**src/rtl/cache_miss_controller.sv**
```systemverilog
// cache_miss_controller
// Services a miss from the 4-line fully-associative cache against the shared
// 32x8 backing RAM. It writes back a valid, dirty victim first, then reads the
// requested word and presents it for one cycle with a fill strobe. It also keeps
// saturating counts of accepted misses and of writebacks.
//
// Ports
//   clock, reset        : system clock and asynchronous active-high reset
//   miss_req, miss_addr : single-cycle miss strobe and the word address that missed
//   victim_*            : state of the LRU victim line, sampled when a miss is accepted
//   mem_address/data/wren, mem_q : RAM port; mem_q is valid RAM_LATENCY cycles
//                                  after the address is sampled
//   busy                : a miss is in flight
//   fill_valid/addr/data: one-cycle fill strobe; addr and data hold until the next fill
//   overrun             : sticky; set when miss_req arrives while busy
//   miss_count, wb_count: saturating statistics
//
// state  | meaning
// IDLE   | waiting for miss_req, RAM port parked at zero
// WB     | one-cycle write of the victim line back to RAM
// RD     | one-cycle read address issue for the missed word
// WAIT   | RAM_LATENCY cycles for mem_q; the last one captures the data
// FILL   | one-cycle fill strobe to the cache
module cache_miss_controller #(
   parameter int RAM_LATENCY = 1,
   parameter int CNT_W       = 8
) (
   input  logic             clock,
   input  logic             reset,
   input  logic             miss_req,
   input  logic [4:0]       miss_addr,
   input  logic             victim_valid,
   input  logic             victim_dirty,
   input  logic [4:0]       victim_tag,
   input  logic [7:0]       victim_data,
   output logic [4:0]       mem_address,
   output logic [7:0]       mem_data,
   output logic             mem_wren,
   input  logic [7:0]       mem_q,
   output logic             busy,
   output logic             fill_valid,
   output logic [4:0]       fill_addr,
   output logic [7:0]       fill_data,
   output logic             overrun,
   output logic [CNT_W-1:0] miss_count,
   output logic [CNT_W-1:0] wb_count
);

   typedef enum logic [2:0] {
      S_IDLE = 3'd0,
      S_WB   = 3'd1,
      S_RD   = 3'd2,
      S_WAIT = 3'd3,
      S_FILL = 3'd4
   } state_t;

   localparam logic [1:0]       WAIT_LOAD = 2'(RAM_LATENCY - 1);
   localparam logic [CNT_W-1:0] CNT_MAX   = {CNT_W{1'b1}};

   state_t           r_state;
   state_t           w_next;
   logic [4:0]       r_addr;
   logic [4:0]       r_tag;
   logic [7:0]       r_vdata;
   logic [1:0]       r_wait_cnt;
   logic [4:0]       r_fill_addr;
   logic [7:0]       r_fill_data;
   logic             r_overrun;
   logic [CNT_W-1:0] r_miss_cnt;
   logic [CNT_W-1:0] r_wb_cnt;
   logic             w_accept;
   logic             w_wait_done;

   assign w_accept    = (r_state == S_IDLE) && miss_req;
   assign w_wait_done = (r_state == S_WAIT) && (r_wait_cnt == 2'd0);

   always_ff @(posedge clock or posedge reset) begin
      if (reset) begin
         r_state <= S_IDLE;
      end else begin
         r_state <= w_next;
      end
   end

   // Outputs decode from registered state only, so nothing on the input side
   // can reach an output without passing through a flop.
   always_comb begin
      w_next      = r_state;
      busy        = 1'b1;
      mem_wren    = 1'b0;
      mem_address = 5'd0;
      mem_data    = 8'd0;
      fill_valid  = 1'b0;
      case (r_state)
         S_IDLE: begin
            busy = 1'b0;
            if (miss_req) begin
               w_next = (victim_valid && victim_dirty) ? S_WB : S_RD;
            end
         end
         S_WB: begin
            mem_address = r_tag;
            mem_data    = r_vdata;
            mem_wren    = 1'b1;
            w_next      = S_RD;
         end
         S_RD: begin
            mem_address = r_addr;
            w_next      = S_WAIT;
         end
         S_WAIT: begin
            // Address held so a pipelined RAM keeps returning the same word.
            mem_address = r_addr;
            if (r_wait_cnt == 2'd0) begin
               w_next = S_FILL;
            end
         end
         S_FILL: begin
            fill_valid = 1'b1;
            w_next     = S_IDLE;
         end
         default: begin
            w_next = S_IDLE;
         end
      endcase
   end

   always_ff @(posedge clock or posedge reset) begin
      if (reset) begin
         r_addr      <= 5'd0;
         r_tag       <= 5'd0;
         r_vdata     <= 8'd0;
         r_wait_cnt  <= 2'd0;
         r_fill_addr <= 5'd0;
         r_fill_data <= 8'd0;
         r_overrun   <= 1'b0;
         r_miss_cnt  <= '0;
         r_wb_cnt    <= '0;
      end else begin
         if (w_accept) begin
            r_addr  <= miss_addr;
            r_tag   <= victim_tag;
            r_vdata <= victim_data;
            if (r_miss_cnt != CNT_MAX) begin
               r_miss_cnt <= r_miss_cnt + 1'b1;
            end
         end
         if (miss_req && (r_state != S_IDLE)) begin
            r_overrun <= 1'b1;
         end
         if ((r_state == S_WB) && (r_wb_cnt != CNT_MAX)) begin
            r_wb_cnt <= r_wb_cnt + 1'b1;
         end
         if (r_state == S_RD) begin
            r_wait_cnt <= WAIT_LOAD;
         end else if ((r_state == S_WAIT) && (r_wait_cnt != 2'd0)) begin
            r_wait_cnt <= r_wait_cnt - 1'b1;
         end
         if (w_wait_done) begin
            r_fill_data <= mem_q;
            r_fill_addr <= r_addr;
         end
      end
   end

   assign fill_addr  = r_fill_addr;
   assign fill_data  = r_fill_data;
   assign overrun    = r_overrun;
   assign miss_count = r_miss_cnt;
   assign wb_count   = r_wb_cnt;

endmodule

```
**config.mk**
```make
export PLATFORM = sky130hd
export DESIGN_NAME = cache_miss_controller
export DESIGN_NICKNAME = d
export VERILOG_FILES = /design/src/rtl/cache_miss_controller.sv
export SDC_FILE = /design/constraint.sdc
export NUM_CORES = 1
export LEC_CHECK = 0
export BUFFER_PORTS_ARGS = -buffer_cell sky130_fd_sc_hd__buf_2
export CAP_MARGIN = 0
export CORE_UTILIZATION = 44
export CTS_CLUSTER_SIZE = 28
export DETAILED_ROUTE_END_ITERATION = 7
export PLACE_DENSITY_LB_ADDON = 0.08
export SLEW_MARGIN = 20
export SYNTH_ARGS = -nofsm -noshare
export SYNTH_HDL_FRONTEND = slang
export SYNTH_SLANG_ARGS = --single-unit
export TNS_END_PERCENT = 100
```
**constraint.sdc**
```tcl
create_clock -name clock -period 2.4 [get_ports clock]
set_input_delay 0.36 -clock clock [delete_from_list [all_inputs] [get_ports clock]]
set_output_delay 0.36 -clock clock [all_outputs]
set_load 0.05 [all_outputs]
```
### Yosys cells after proc, flatten, opt, wreduce, memory -nomap -nowiden

Cells that the tools add are included.

* add/sub/neg operators: 3
* equality and inequality tests: 8
* multiplexer cells: 11
* reduce and logical (&&, ||, !) cells: 14

Operators by type and width (count)
* $add A8 B1 Y8 const B: 2
* $ne A8 B8 Y1 const B: 2
* $pmux W3 S4: 1
* $pmux W5 S2: 1
* $mux W8: 1
* $eq A3 B2 Y1 const B: 2
* $logic_and A1 B1 Y1: 6
* $mux W2: 3
* $mux W3: 2
* $reduce_and A2 Y1: 2
* $reduce_bool A2 Y1: 2
* $eq A3 B1 Y1 const B: 1
* $eq A3 B3 Y1 const B: 1
* $logic_not A3 Y1: 1
* $mux W1: 3
* $reduce_bool A3 Y1: 1
* $logic_not A2 Y1: 1
* $ne A2 B1 Y1 const B: 1
* $ne A2 B2 Y1 const B: 1
* $reduce_or A2 Y1: 1
* $sub A2 B1 Y2 const B: 1

* bits in registers: 53
* bits of input ports: 31
* output and inout port bits: 46
* word-level logic and storage cells: 46

### Depth between registers and ports, before layout

* depth in word-level cells: 4
* mapped depth: 6
* gate-level depth less buffers: 6

### Worst setup path before layout

No wires, ideal clock.

* path type: reg-to-output
* start: reg r_state[2]
* end: out mem_data[0]
* arrival: 1945 ps
* required time: 2040 ps
* slack: 95 ps
* stages on the path, launching flop included: 5
* buffers on the path: 2
* path through: dfrtp_1 > buf_2 > nor3b_4 > clkbuf_1 > and2_1

* word-level cells in the longest chain between the ends: 2

RTL lines
* start: declaration: RTL line 60 `state_t r_state;`
* start signal: assignment: RTL line 81 `r_state <= w_next;`
* $eq A3 B1 Y1: RTL line 94 `case (r_state)`
* $mux W8: RTL line 94
* end: declaration: RTL line 37 `output logic [7:0] mem_data,`

No other way between the ends.

### Final worst setup path

* start: reg r_state[0]
* end: out mem_data[0]

The elaborated chain is that of the path after synthesis.

==> key figures <==
GRT
  – Total congestion overflow: 0
  – GRT Total Usage: 16.5%
  – First-pass GRT wire length: 7040 µm
  – Vias in the first global route: 1538
  – Largest net degree at the start of global routing: 54
  – Initial antenna violation count: 0

Clock tree
  – Worst-Skew Late Latency: 0.29 ns
  – Cts repair resizes: 0
  – Htree depth: 2
  – Root buf cell: clkbuf_8
  – Total CTS buffers: 5
  – Clock sinks: 53
  – Cts hold-fix bufs: 0
  – Clk pin slew, worst setup/hold paths: 0.09 ns
  – Post CTS Setup Buffer Count: 0
  – Maximum buffer depth of the clock tree: 2
  – TritonCTS clock tree: yes

Yosys
  – Share of the synthesized area in the top cell type: 55.6%
  – Synthesized instance count: 200
  – Synth warnings: 0
  – Number of synthesized flops with an enable pin: 0
  – Register area share after synthesis: 55.6%
  – Ys async rst share: 100%
  – Cell variety after synth: 37
  – Most numerous cell in the Yosys netlist: dfrtp_1
  – Post-synth top area cell: dfrtp_1
  – Synth Flop Type: dfrtp_1
  – Avg Cell Area, Syn: 11.9 µm²
  – Post-synth top cells: dfrtp_1 (53), mux2_2 (35), nand2_1 (17)
  – Ranking of synthesized cells by area: dfrtp_1 (56%), mux2_2 (17%), nand2_1 (2.7%), nor2_1 (2.2%), a21oi_1 (2.1%)
  – Register bit total from synthesis: 53
  – Syn_nets: 234
  – Synthesized area: 2380 µm²

Status
  – Status: finished clean

Power and ir drop
  – Overall Power: 0.00455 W
  – PwrDens: 1520 nW/µm²
  – Net Sw Frac: 47.7%
  – Max VDD drop: 0.000881 V
  – Sw power: 0.00217 W
  – Leak: 1.46 nW
  – Combinational power share: 51.8%
  – P_int: 0.00238 W
  – Flop pwr share: 34.9%
  – Clock power share: 13.3%

Timing
  – Final setup viols: 0
  – Slew Viols, Final: 0
  – Clk_skew: 0.00372 ns
  – Setup TNS: 0 ns
  – Worst-Margin Slew: 0.486 ns
  – Min Tclk post-route: 2.15 ns
  – Tcrit/Tclk final: 89.6%
  – Highest clock rate: 465 MHz
  – Worst relative slew slack: 67.6%
  – RSZ-0062 raised after global routing: false
  – Fin. Hold Viols: 0

Cells and area
  – Area grow syn2layout: 25.2%
  – Layout cells sized above 1: 44.8%
  – Final net count: 314
  – # diodes: 0

Placement
  – Port Buf Inserts: 76
  – DP HPWL: 3190 µm
  – Placer Congestion: 0.718

Floorplan
  – Die Footprint: 5720 µm²
  – Row cnt: 26
  – Starting Density: 46.1%
  – IO Pins: 77
  – DIE WIDTH: 75.6 µm
  – Die height: 75.6 µm
  – Core area: 5170 µm²

Drt
  – # DRC: 0
  – Per-cell routed wire length: 12.5 µm
  – Routed via count: 1733
  – Via density: 4.94
  – Drt first pass iters: 4
  – Detailed Route Iter0 Violations: 76
  – Post-route ant nets: 0
  – Routed WL: 4400 µm

Worst setup path
  – Crit path DAT: 1.79 ns
  – Endpoint type of the worst setup path: primary output
  – Worst Path Class, Setup: flip-flop to primary output
  – Critical Path RT: 2.04 ns
  – Critical Path Fanout Max: 15
  – Startpoint class of the critical path: flip-flop

Hold path
  – Min-delay worst type: input port to async pin

Flow run
  – Max-cap violations: 0
[sequential cells by signal (all words and copies together), names as in the netlist]
signal and flops:
fill_data 8, miss_count 8, r_vdata 8, wb_count 8, fill_addr 5, r_addr 5, r_tag 5, r_state 3
r_wait_cnt 2, overrun 1
[layout by cell type (no fill, tap or decap), types with 3 or more instances in the layout]
cell type,instances
inv_1,6
dfrtp_1,53
ha_1,3
buf_4,3
xor2_1,3
a21oi_1,10
mux2_2,35
nor2_1,14
and2_1,8
nand4_1,3
clkbuf_8,6
nand2_1,17
nand3_1,8
buf_2,76
[layer usage]
| metal | vias to the layer above | routed length [µm] | part of all wire, % | GRT usage [%] |
|---|---|---|---|---|
| met1 | 835 | 1990 | 45 | 21.5 |
| met2 | 44 | 2160 | 49 | 27.0 |
| met5 | - | 0 | 0 | 0 |
| met4 | 0 | 29 | 0.66 | 6.17 |
| li1 | 852 | - | - | - |
| met3 | 2 | 222 | 5.0 | 3.97 |
[cell families (layout without fill, tap and decap cells)]
logic type               after synthesis  after routing  share of synthesized area (%)
flip-flops                            53             53                           55.6
buffers and inverters                 15             96                           2.99
AO/OA/AOI/OAI                         23             23                           5.77
multiplexers                          37             37                           17.5
XOR/XNOR                               5              5                           1.84
adder cells (fa/ha/maj)                3              3                           1.57
AND/OR/NAND/NOR                       64             64                           14.7
[critical path: stages (launching register included)]
cell     delay [ns]
dfrtp_1        0.65
nor3b_4        0.31
buf_12         0.15
and2_1         0.13
buf_2          0.26
[path summary, 6_finish.rpt]
| kind | slack, ns | end | depth (start not counted) | from |
|---|---|---|---|---|
| min | 0.1 | wb_count[6] | 3 | reset |
| max reg2reg | 0.54 | miss_count[5] | 4 | r_state[2] |
| max in group asynchronous | 2.07 | fill_addr[0] | 3 | reset |
| max | 0.25 | mem_data[0] | 4 | r_state[0] |
| min reg2reg | 0.46 | overrun | 1 | overrun |
| min in group clock | 0.29 | fill_data[1] | 2 | mem_q[1] |
[area by class of cell]
| cell class | count | area, µm² |
|---|---|---|
| Timing Repair Buffer | 81 | 443 |
| Sequential cell | 53 | 1330 |
| Multi-Input combinational cell | 132 | 986 |
| Fill cell | 464 | 2190 |
| Clock inverter | 1 | 30.0 |
| Tap cell | 70 | 87.6 |
| Inverter | 7 | 26.3 |
| Clock buffer | 7 | 86.3 |
[power by group through the flow]
stage                     Sequential, W  Clock, W  Combinational [W]
after floorplan                 0.00217         0            0.00128
after global placement          0.00160         0            0.00233
after detailed placement        0.00161         0            0.00235
after CTS                       0.00160  0.000637            0.00236
after global routing            0.00165  0.000666            0.00252
final                           0.00159  0.000604            0.00236
[per-stage QoR]
step           hold WS, ns  std cells  worst slack, ns  util [%]  cell area, µm²
2_1_floorplan        0.448        200           0.0953         -            2380
3_3_place_gp         0.432        342            0.479      55.1            2850
3_5_place_dp         0.432        342            0.433      55.1            2850
4_1_cts              0.102        350           0.0979      57.3            2970
5_1_grt              0.128        351            0.140      57.7            2990
6_report             0.100        351            0.250      57.7            2990
(Power assumes the default switching activity.)
